`src/rtl/uart_sram_tx_interface_pkg.sv`:
```
// rtl/uart_sram_tx_interface_pkg.sv - shared types and constants for the SRAM-to-UART transmit path
//
// Purpose: state enums for the transmit control FSM and the byte serializer,
// plus the default baud divider for a 50 MHz clock at 115200 baud.
// Ports: none (package).
package uart_sram_tx_interface_pkg;

    localparam int UART_BAUD_DIV_115200 = 434;
    localparam int SRAM_READ_LATENCY    = 2;

    typedef enum logic [2:0] {
        S_TX_IDLE,
        S_TX_READ,
        S_TX_WAIT,
        S_TX_SEND_HI,
        S_TX_SEND_LO,
        S_TX_FINISH
    } tx_state_type;

    typedef enum logic [1:0] {
        S_IDLE,
        S_START,
        S_DATA,
        S_STOP
    } uart_tx_state_type;

endpackage

```
`src/rtl/uart_tx_byte.sv`:
```
// rtl/uart_tx_byte.sv - 8N1 byte serializer with a valid/ready byte handshake
//
// Purpose: sends one byte as start(0), 8 data bits LSB first, stop(1); each
// bit is held BAUD_DIV cycles. Requires BAUD_DIV >= 2.
// Ports:
//   CLOCK_50_I  in   clock
//   resetn      in   asynchronous active-low reset
//   byte_data   in   byte to send, captured on handshake
//   byte_valid  in   byte_data is valid
//   byte_ready  out  serializer can accept a byte (S_IDLE only)
//   UART_TX_O   out  serial line, idle high
module uart_tx_byte
    import uart_sram_tx_interface_pkg::*;
#(
    parameter int BAUD_DIV = UART_BAUD_DIV_115200
) (
    input  logic       CLOCK_50_I,
    input  logic       resetn,
    input  logic [7:0] byte_data,
    input  logic       byte_valid,
    output logic       byte_ready,
    output logic       UART_TX_O
);

    localparam int CW = (BAUD_DIV > 1) ? $clog2(BAUD_DIV) : 1;
    localparam logic [CW-1:0] BIT_LAST  = CW'(BAUD_DIV - 1);
    // The stop bit's final cycle is spent in S_IDLE, where the next byte can
    // be accepted, so back-to-back frames have no idle gap on the line.
    localparam logic [CW-1:0] STOP_LAST = CW'(BAUD_DIV - 2);

    uart_tx_state_type state_q, state_d;
    logic [CW-1:0]     cnt_q, cnt_d;
    logic [7:0]        shift_q, shift_d;
    logic [2:0]        bit_q, bit_d;
    logic              tx_q, tx_d;

    always_ff @(posedge CLOCK_50_I or negedge resetn) begin
        if (!resetn) begin
            state_q <= S_IDLE;
            cnt_q   <= '0;
            shift_q <= '0;
            bit_q   <= '0;
            tx_q    <= 1'b1;
        end else begin
            state_q <= state_d;
            cnt_q   <= cnt_d;
            shift_q <= shift_d;
            bit_q   <= bit_d;
            tx_q    <= tx_d;
        end
    end

    always_comb begin
        state_d = state_q;
        cnt_d   = cnt_q + CW'(1);
        shift_d = shift_q;
        bit_d   = bit_q;
        tx_d    = tx_q;
        case (state_q)
            S_IDLE: begin
                cnt_d = '0;
                tx_d  = 1'b1;
                if (byte_valid) begin
                    state_d = S_START;
                    shift_d = byte_data;
                    tx_d    = 1'b0;
                end
            end
            S_START: begin
                if (cnt_q == BIT_LAST) begin
                    state_d = S_DATA;
                    cnt_d   = '0;
                    bit_d   = '0;
                    tx_d    = shift_q[0];
                end
            end
            S_DATA: begin
                if (cnt_q == BIT_LAST) begin
                    cnt_d = '0;
                    if (bit_q == 3'd7) begin
                        state_d = S_STOP;
                        tx_d    = 1'b1;
                    end else begin
                        bit_d   = bit_q + 3'd1;
                        shift_d = {1'b0, shift_q[7:1]};
                        tx_d    = shift_q[1];
                    end
                end
            end
            S_STOP: begin
                if (cnt_q == STOP_LAST) begin
                    state_d = S_IDLE;
                    cnt_d   = '0;
                end
            end
            default: state_d = S_IDLE;
        endcase
    end

    assign byte_ready = (state_q == S_IDLE);
    assign UART_TX_O  = tx_q;

endmodule

```
`src/rtl/uart_sram_tx_interface.sv`:
```
// rtl/uart_sram_tx_interface.sv - streams a block of 16-bit SRAM words out as UART bytes, high byte first
//
// Purpose: on Start, reads Word_count words from SRAM beginning at
// Start_address (18-bit wrapping) and sends each as two 8N1 frames.
// Ports:
//   CLOCK_50_I      in   clock
//   resetn          in   asynchronous active-low reset
//   Start           in   one-cycle start pulse (ignored while busy)
//   Start_address   in   first word address, sampled on Start
//   Word_count      in   number of words, sampled on Start
//   SRAM_address    out  SRAM word address
//   SRAM_we_n       out  constant 1 (read only)
//   SRAM_read_data  in   SRAM read data, READ_LATENCY cycles after address
//   UART_TX_O       out  serial line, idle high
//   Busy            out  transfer in progress
//   Done            out  one-cycle pulse at end of transfer
module uart_sram_tx_interface
    import uart_sram_tx_interface_pkg::*;
#(
    parameter int BAUD_DIV     = UART_BAUD_DIV_115200,
    parameter int READ_LATENCY = SRAM_READ_LATENCY
) (
    input  logic        CLOCK_50_I,
    input  logic        resetn,
    input  logic        Start,
    input  logic [17:0] Start_address,
    input  logic [17:0] Word_count,
    output logic [17:0] SRAM_address,
    output logic        SRAM_we_n,
    input  logic [15:0] SRAM_read_data,
    output logic        UART_TX_O,
    output logic        Busy,
    output logic        Done
);

    localparam int WW = (READ_LATENCY > 1) ? $clog2(READ_LATENCY) : 1;
    localparam logic [WW-1:0] WAIT_LAST = WW'(READ_LATENCY - 1);

    tx_state_type  state_q, state_d;
    logic [17:0]   addr_q, addr_d;
    logic [17:0]   rem_q, rem_d;
    logic [15:0]   word_q, word_d;
    logic [WW-1:0] wait_q, wait_d;
    // Set once the final low byte is handed over; the FSM then only waits for
    // the serializer to finish that frame.
    logic          sent_q, sent_d;

    logic [7:0]    byte_data;
    logic          byte_valid;
    logic          byte_ready;

    always_ff @(posedge CLOCK_50_I or negedge resetn) begin
        if (!resetn) begin
            state_q <= S_TX_IDLE;
            addr_q  <= '0;
            rem_q   <= '0;
            word_q  <= '0;
            wait_q  <= '0;
            sent_q  <= 1'b0;
        end else begin
            state_q <= state_d;
            addr_q  <= addr_d;
            rem_q   <= rem_d;
            word_q  <= word_d;
            wait_q  <= wait_d;
            sent_q  <= sent_d;
        end
    end

    always_comb begin
        state_d    = state_q;
        addr_d     = addr_q;
        rem_d      = rem_q;
        word_d     = word_q;
        wait_d     = wait_q;
        sent_d     = sent_q;
        byte_data  = word_q[15:8];
        byte_valid = 1'b0;
        case (state_q)
            S_TX_IDLE: begin
                if (Start) begin
                    rem_d  = Word_count;
                    sent_d = 1'b0;
                    if (Word_count == 18'd0) begin
                        state_d = S_TX_FINISH;
                    end else begin
                        // Address register updates on the edge into READ so it
                        // is already valid during the READ cycle.
                        addr_d  = Start_address;
                        state_d = S_TX_READ;
                    end
                end
            end
            S_TX_READ: begin
                wait_d  = '0;
                state_d = S_TX_WAIT;
            end
            S_TX_WAIT: begin
                if (wait_q == WAIT_LAST) begin
                    word_d  = SRAM_read_data;
                    state_d = S_TX_SEND_HI;
                end else begin
                    wait_d = wait_q + WW'(1);
                end
            end
            S_TX_SEND_HI: begin
                byte_valid = 1'b1;
                if (byte_ready) begin
                    state_d = S_TX_SEND_LO;
                end
            end
            S_TX_SEND_LO: begin
                byte_data = word_q[7:0];
                if (!sent_q) begin
                    byte_valid = 1'b1;
                    if (byte_ready) begin
                        rem_d = rem_q - 18'd1;
                        if (rem_q == 18'd1) begin
                            sent_d = 1'b1;
                        end else begin
                            // Next read overlaps the low-byte frame.
                            addr_d  = addr_q + 18'd1;
                            state_d = S_TX_READ;
                        end
                    end
                end else if (byte_ready) begin
                    state_d = S_TX_FINISH;
                end
            end
            S_TX_FINISH: begin
                state_d = S_TX_IDLE;
            end
            default: state_d = S_TX_IDLE;
        endcase
    end

    uart_tx_byte #(
        .BAUD_DIV (BAUD_DIV)
    ) u_tx_byte (
        .CLOCK_50_I (CLOCK_50_I),
        .resetn     (resetn),
        .byte_data  (byte_data),
        .byte_valid (byte_valid),
        .byte_ready (byte_ready),
        .UART_TX_O  (UART_TX_O)
    );

    assign SRAM_address = addr_q;
    assign SRAM_we_n    = 1'b1;
    assign Busy         = (state_q != S_TX_IDLE) && (state_q != S_TX_FINISH);
    assign Done         = (state_q == S_TX_FINISH);

endmodule

```
`config.mk`:
```
export PLATFORM = sky130hd
export DESIGN_NAME = uart_sram_tx_interface
export DESIGN_NICKNAME = d
export VERILOG_FILES = /design/src/rtl/uart_sram_tx_interface_pkg.sv /design/src/rtl/uart_tx_byte.sv /design/src/rtl/uart_sram_tx_interface.sv
export SDC_FILE = /design/constraint.sdc
export NUM_CORES = 1
export LEC_CHECK = 0
export CORE_MARGIN = 3
export CORE_UTILIZATION = 38
export DETAILED_ROUTE_END_ITERATION = 16
export GPL_TIMING_DRIVEN = 1
export PLACE_DENSITY_LB_ADDON = 0.15
export SLEW_MARGIN = 20
export SYNTH_ARGS = -nofsm -noshare
export SYNTH_HDL_FRONTEND = slang
export SYNTH_SLANG_ARGS = --single-unit
```
`constraint.sdc`:
```
create_clock -name CLOCK_50_I -period 5.5 [get_ports CLOCK_50_I]
set_input_delay 0.825 -clock CLOCK_50_I [delete_from_list [all_inputs] [get_ports CLOCK_50_I]]
set_output_delay 0.825 -clock CLOCK_50_I [all_outputs]
set_load 0.1 [all_outputs]
```
=== After elaboration in Yosys (flattened, before gate mapping) ===
Index checks and enable logic that the tools add are counted.

* Logic and storage cells: 114
* Output and inout bits: 22
* Input port bits: 55
* Register bits after elaboration: 80

* Eq/ne operators: 27
* Reductions and logical operators: 20
* Add/subtract/negate cells: 5
* Multiplexer cells: 51

{| class="wikitable"
|+ Operators with widths
! cell !! count
|-
| 2-to-1 mux 18 bit || 8
|-
| case mux 18 bit (2 select lines) || 2
|-
| 2-to-1 mux 3 bit || 11
|-
| 2-to-1 mux 8 bit || 4
|-
| case mux 9 bit (3 select lines) || 1
|-
| adder 18 x 1 -> 18 bit, second input constant || 1
|-
| equality test 18 x 1 -> 1 bit, second input constant || 1
|-
| equality test 9 bit, second input constant || 2
|-
| logical NOT 18 bit || 1
|-
| 2-to-1 mux 9 bit || 2
|-
| inequality test 2 bit, second input constant || 9
|-
| subtractor 18 x 1 -> 18 bit, second input constant || 1
|-
| case mux 8 bit (2 select lines) || 1
|-
| case mux 3 bit (5 select lines) || 1
|-
| AND reduction 4 bit || 3
|-
| 2-to-1 mux 1 bit || 10
|-
| 2-to-1 mux 2 bit || 5
|-
| AND reduction 5 bit || 2
|-
| adder 9 x 1 -> 9 bit, second input constant || 1
|-
| equality test 3 bit, second input constant || 3
|-
| inequality test 2 x 1 -> 1 bit, second input constant || 4
|-
| case mux 2 bit (4 select lines) || 1
|-
| nonzero test 2 bit || 4
|-
| equality test 3 x 2 -> 1 bit, second input constant || 2
|-
| other kinds (17) || 23
|}

=== Depth between registers and ports, before layout ===
* Depth after elaboration: 5
* Gate-level depth with buffers: 8
* Mapped depth without buffers: 7

=== By module ===
From an unflattened synthesis, not the netlist that was laid out.

* Cells, all modules: 523
* Area total of the unflattened synthesis: 4,837.1 µm²

{| class="wikitable"
|+ Modules (own cells, without submodules)
! module !! seq. area each (µm²) !! cells each !! instances !! area each (µm²)
|-
| uart_sram_tx_interface || 1,426.4 || 400 || 1 || 3,460.8
|-
| uart_tx_byte || 576.8 || 123 || 1 || 1,376.3
|}

=== Worst setup path after synthesis ===
No wires, ideal clock.

* Kind: register -> output
* Start: register state_q[2]
* End: output Busy
* Arrival time: 4.363 ns
* Cell stages (with the launch flop): 5
* Buffers on the path: 1
* Setup slack: 0.312 ns
* Cells stage by stage: dfrtp_1 -> clkbuf_1 -> clkinv_1 -> nor3_1 -> nor2_1

* Word-level cells in the longest chain between the ends: 2

{| class="wikitable"
|+ Ends and longest elaborated chain
! what !! RTL line !! RTL
|-
| from (decl) || uart_sram_tx_interface.sv:39 || <nowiki>tx_state_type state_q, state_d;</nowiki>
|-
| from (signal assigned) || uart_sram_tx_interface.sv:61 || <nowiki>state_q <= state_d;</nowiki>
|-
| inequality test 3 bit or nonzero test 3 bit (tied branches) || uart_sram_tx_interface.sv:150 || <nowiki>assign Busy = (state_q != S_TX_IDLE) && (state_q != S_TX_FINISH);</nowiki>
|-
| logical AND 1 bit (*) || uart_sram_tx_interface.sv:150 ||
|-
| to (decl) || uart_sram_tx_interface.sv:32 || <nowiki>output logic Busy,</nowiki>
|}

Mark *: on every way between the ends. The rest lies on a longest branch, timed or not.

=== Worst setup path after layout ===
* Start: register state_q[2]
* End: output Done

* Word-level cells in the longest chain between the ends: 1

{| class="wikitable"
|+ Ends and longest elaborated chain
! what !! RTL line !! RTL
|-
| equality test 3 bit || uart_sram_tx_interface.sv:151 || <nowiki>assign Done = (state_q == S_TX_FINISH);</nowiki>
|-
| to (decl) || uart_sram_tx_interface.sv:33 || <nowiki>output logic Done</nowiki>
|}

No other way between the ends.

==> results.yml <==
logic_synthesis:
  avgSynthCellArea_um2: 9.51
  synth-main-ff-cell: "dfrtp_1"
  yosysSeqAreaShare_pct: 41.9
  synth.distinct_cells: 71
  yosys_warnings: 0
  synth_edf_count: 0
  syn_nets: 572
  synth.area.top_cells: "dfrtp_1 (41%), mux2_2 (4.0%), o21ai_0 (4.0%), nand2_1 (3.7%), ha_1 (3.7%)"
  synth_top_area_cell: "dfrtp_1"
  async_flop_share_pct: 100
  ys_ff_latch: 80
  synth_top_area_share_pct: 41.3
  netlist_instances: 503
  synth_area_um2: 4780
clock_network:
  postCtsSetupBuffers: 0
  clockRootBuffer: "clkbuf_16"
  numCtsBuffers: 9
  tritoncts: "done"
  clk_pin_slew_ns: 0.06
  post_cts_resized: 0
  cts_hold_buf: 0
  clock-sinks: 80
  clkLatencyLatePin_ns: 0.35
  htreeDepth: 3
  clockBufferDepth: 2
timing:
  max_slew_margin_pct: 33.4
  post-route-period-util_pct: 75.1
  max_slew.worst_pin.slew_ns: 0.995
  finalSetupViolCount: 0
  slew_violations: 0
  setup-tns-final_ns: 0
  hold_violations: 0
  post-route-min-period_ns: 4.13
  clock_skew_ns: 0.00773
  fmax_ghz: 0.242
  rsz0062_at_grt: "false"
final_layout:
  antenna_cells: 0
  mostFrequentLayoutCells: "dfrtp_1 (79), clkdlybuf4s50_1 (74), nand2_1 (47)"
  areaGrowthSynthToFinish_pct: 24.3
  n_fill_cell: 1160
  layout_commonest_cell: "dfrtp_1"
  final_net_count: 634
  drive_gt1_share_pct: 11.6
  finalCoreUtilization_pct: 48.9
setup_path:
  critPathCaptureType: "output pin"
  reg2reg_from: "state_q[2]"
  worstPathRequired_ns: 4.68
  crit_path_max_fanout: 26
  reg2regPathDepth: 6
  reg2reg_to: "SRAM_address[9]"
  r2r_slack_ns: 2.51
  cp.arrival_ns: 3.31
  crit_path_start_kind: "register"
  worstSetupPathType: "reg2out"
floorplanning:
  die-area_um2: 14000
  die_h_um: 118
  start_util_pct: 39.3
  io_pins: 77
  core.rowCount: 40
  coreArea_um2: 12200
  dieWidth_um: 118
drt:
  dr.pass1.iters: 4
  initialDrtViolationCount: 269
  wl_per_cell_um: 15.4
  dr_total_vias: 4009
  ant_nets: 0
  detail_route.vias_per_cell: 5.43
  wl_um: 11400
  drcViolationCount: 0
placement:
  gp_congestion: 0.826
  numPortBuffers: 75
  hpwl_um: 7860
global_routing:
  grt_pass1_vias: 3922
  grt_max_degree: 81
  grt_antenna_before_repair: 0
  grt_use_total_pct: 16.9
  grt-ovfl-total: 0
  grt_first_pass_wirelength_um: 19700
run_status:
  status: "completed"
min_path:
  hold_class: "reg2reg"
  hold_depth: 1
  hold_start: "word_q[3]"
  min_to: "word_q[3]"
power:
  ir_drop_v: 0.000218
  leakagePower_uw: 0.00236
  power_density_nw_per_um2: 631
job:
  max_cap_violations: 0
==> report_power, final <==
group	total [uW]	switching [uW]	leakage [uW]	internal (uW)
clock network	624	256	0.000143	368
logic	1980	1250	0.00125	731
registers	1150	297	0.000971	852
total	3750	1800	0.00236	1950
==> how the worst max path moves through the flow <==
stage               start  endpoint  slack (ns)  cells after the start
2_1_floorplan  state_q[2]      Busy        0.31                      4
3_3_place_gp   state_q[2]      Done        1.82                      3
3_5_place_dp   state_q[2]      Done        1.74                      3
4_1_cts        state_q[2]      Done        1.38                      3
5_1_grt        state_q[2]      Done        1.24                      3
6_report       state_q[2]      Done        1.37                      3
==> critical path, stage by stage, from the launching register on <==
cell	delay, ns
dfrtp_1	0.89
clkinv_1	0.50
nor3_1	0.36
clkdlybuf4s50_1	1.21
==> sequential cells by signal, summed over array words and instances (netlist names) <==
register	count
rem_q	18
sent_q	1
SRAM_address	18
u_tx_byte.shift_q	8
u_tx_byte.bit_q	3
u_tx_byte.cnt_q	9
u_tx_byte.state_q	2
word_q	16
wait_q	1
u_tx_byte.UART_TX_O	1
state_q	3
==> per-stage QoR <==
stage	hold WS (ns)	cells	total power, uW	setup slack (ns)	area, um2
final	0.508	738	3750	1.37	5950
after global routing	0.519	738	4000	1.24	5950
after CTS	0.510	738	3780	1.38	5940
after detailed placement	0.496	722	3150	1.74	5640
after global placement	0.491	722	3100	1.82	5640
after floorplan	0.475	503	2690	0.312	4780
==> synth_stat cells (9+ instances only) <==
cell and n:
dfrtp_1 79, nand2_1 47, nor2_1 41, o21ai_0 38, a21oi_1 26, nor3_1 22
inv_1 17, mux2_2 17, clkbuf_1 14, ha_1 14, nand3_1 14, nand4_1 13
a2bb2oi_1 12, mux2i_1 10, o21ai_1 9
==> cells by family after synthesis <==
group | count (synthesis) | share of synthesized area [%]
flip-flops | 80 | 41.9
XOR/XNOR | 7 | 1.28
AO/OA/AOI/OAI | 143 | 20.9
adder cells (fa/ha/maj) | 14 | 3.66
AND/OR/NAND/NOR | 176 | 19.0
multiplexers | 36 | 8.84
buffers and inverters | 46 | 4.34
other | 1 | 0.0784
==> metal layers <==
layer,track usage [%],wire (um),vias to the layer above
met5,0,0,-
met1,23.9,5480,1923
li1,-,-,1981
met2,25.8,5180,89
met3,2.82,515,16
met4,6.67,178,0
==> area by class of cell <==
cell class	instances	area, um2	area share [%]
well taps	168	210	3.54
clock inverters	5	62.6	1.05
multi-input cells	377	2580	43.4
repair buffers	79	782	13.2
inverters	18	67.6	1.14
clock buffers	11	243	4.08
flip-flops and latches	80	2000	33.7
No activity file was read; power rests on OpenSTA's default activity.
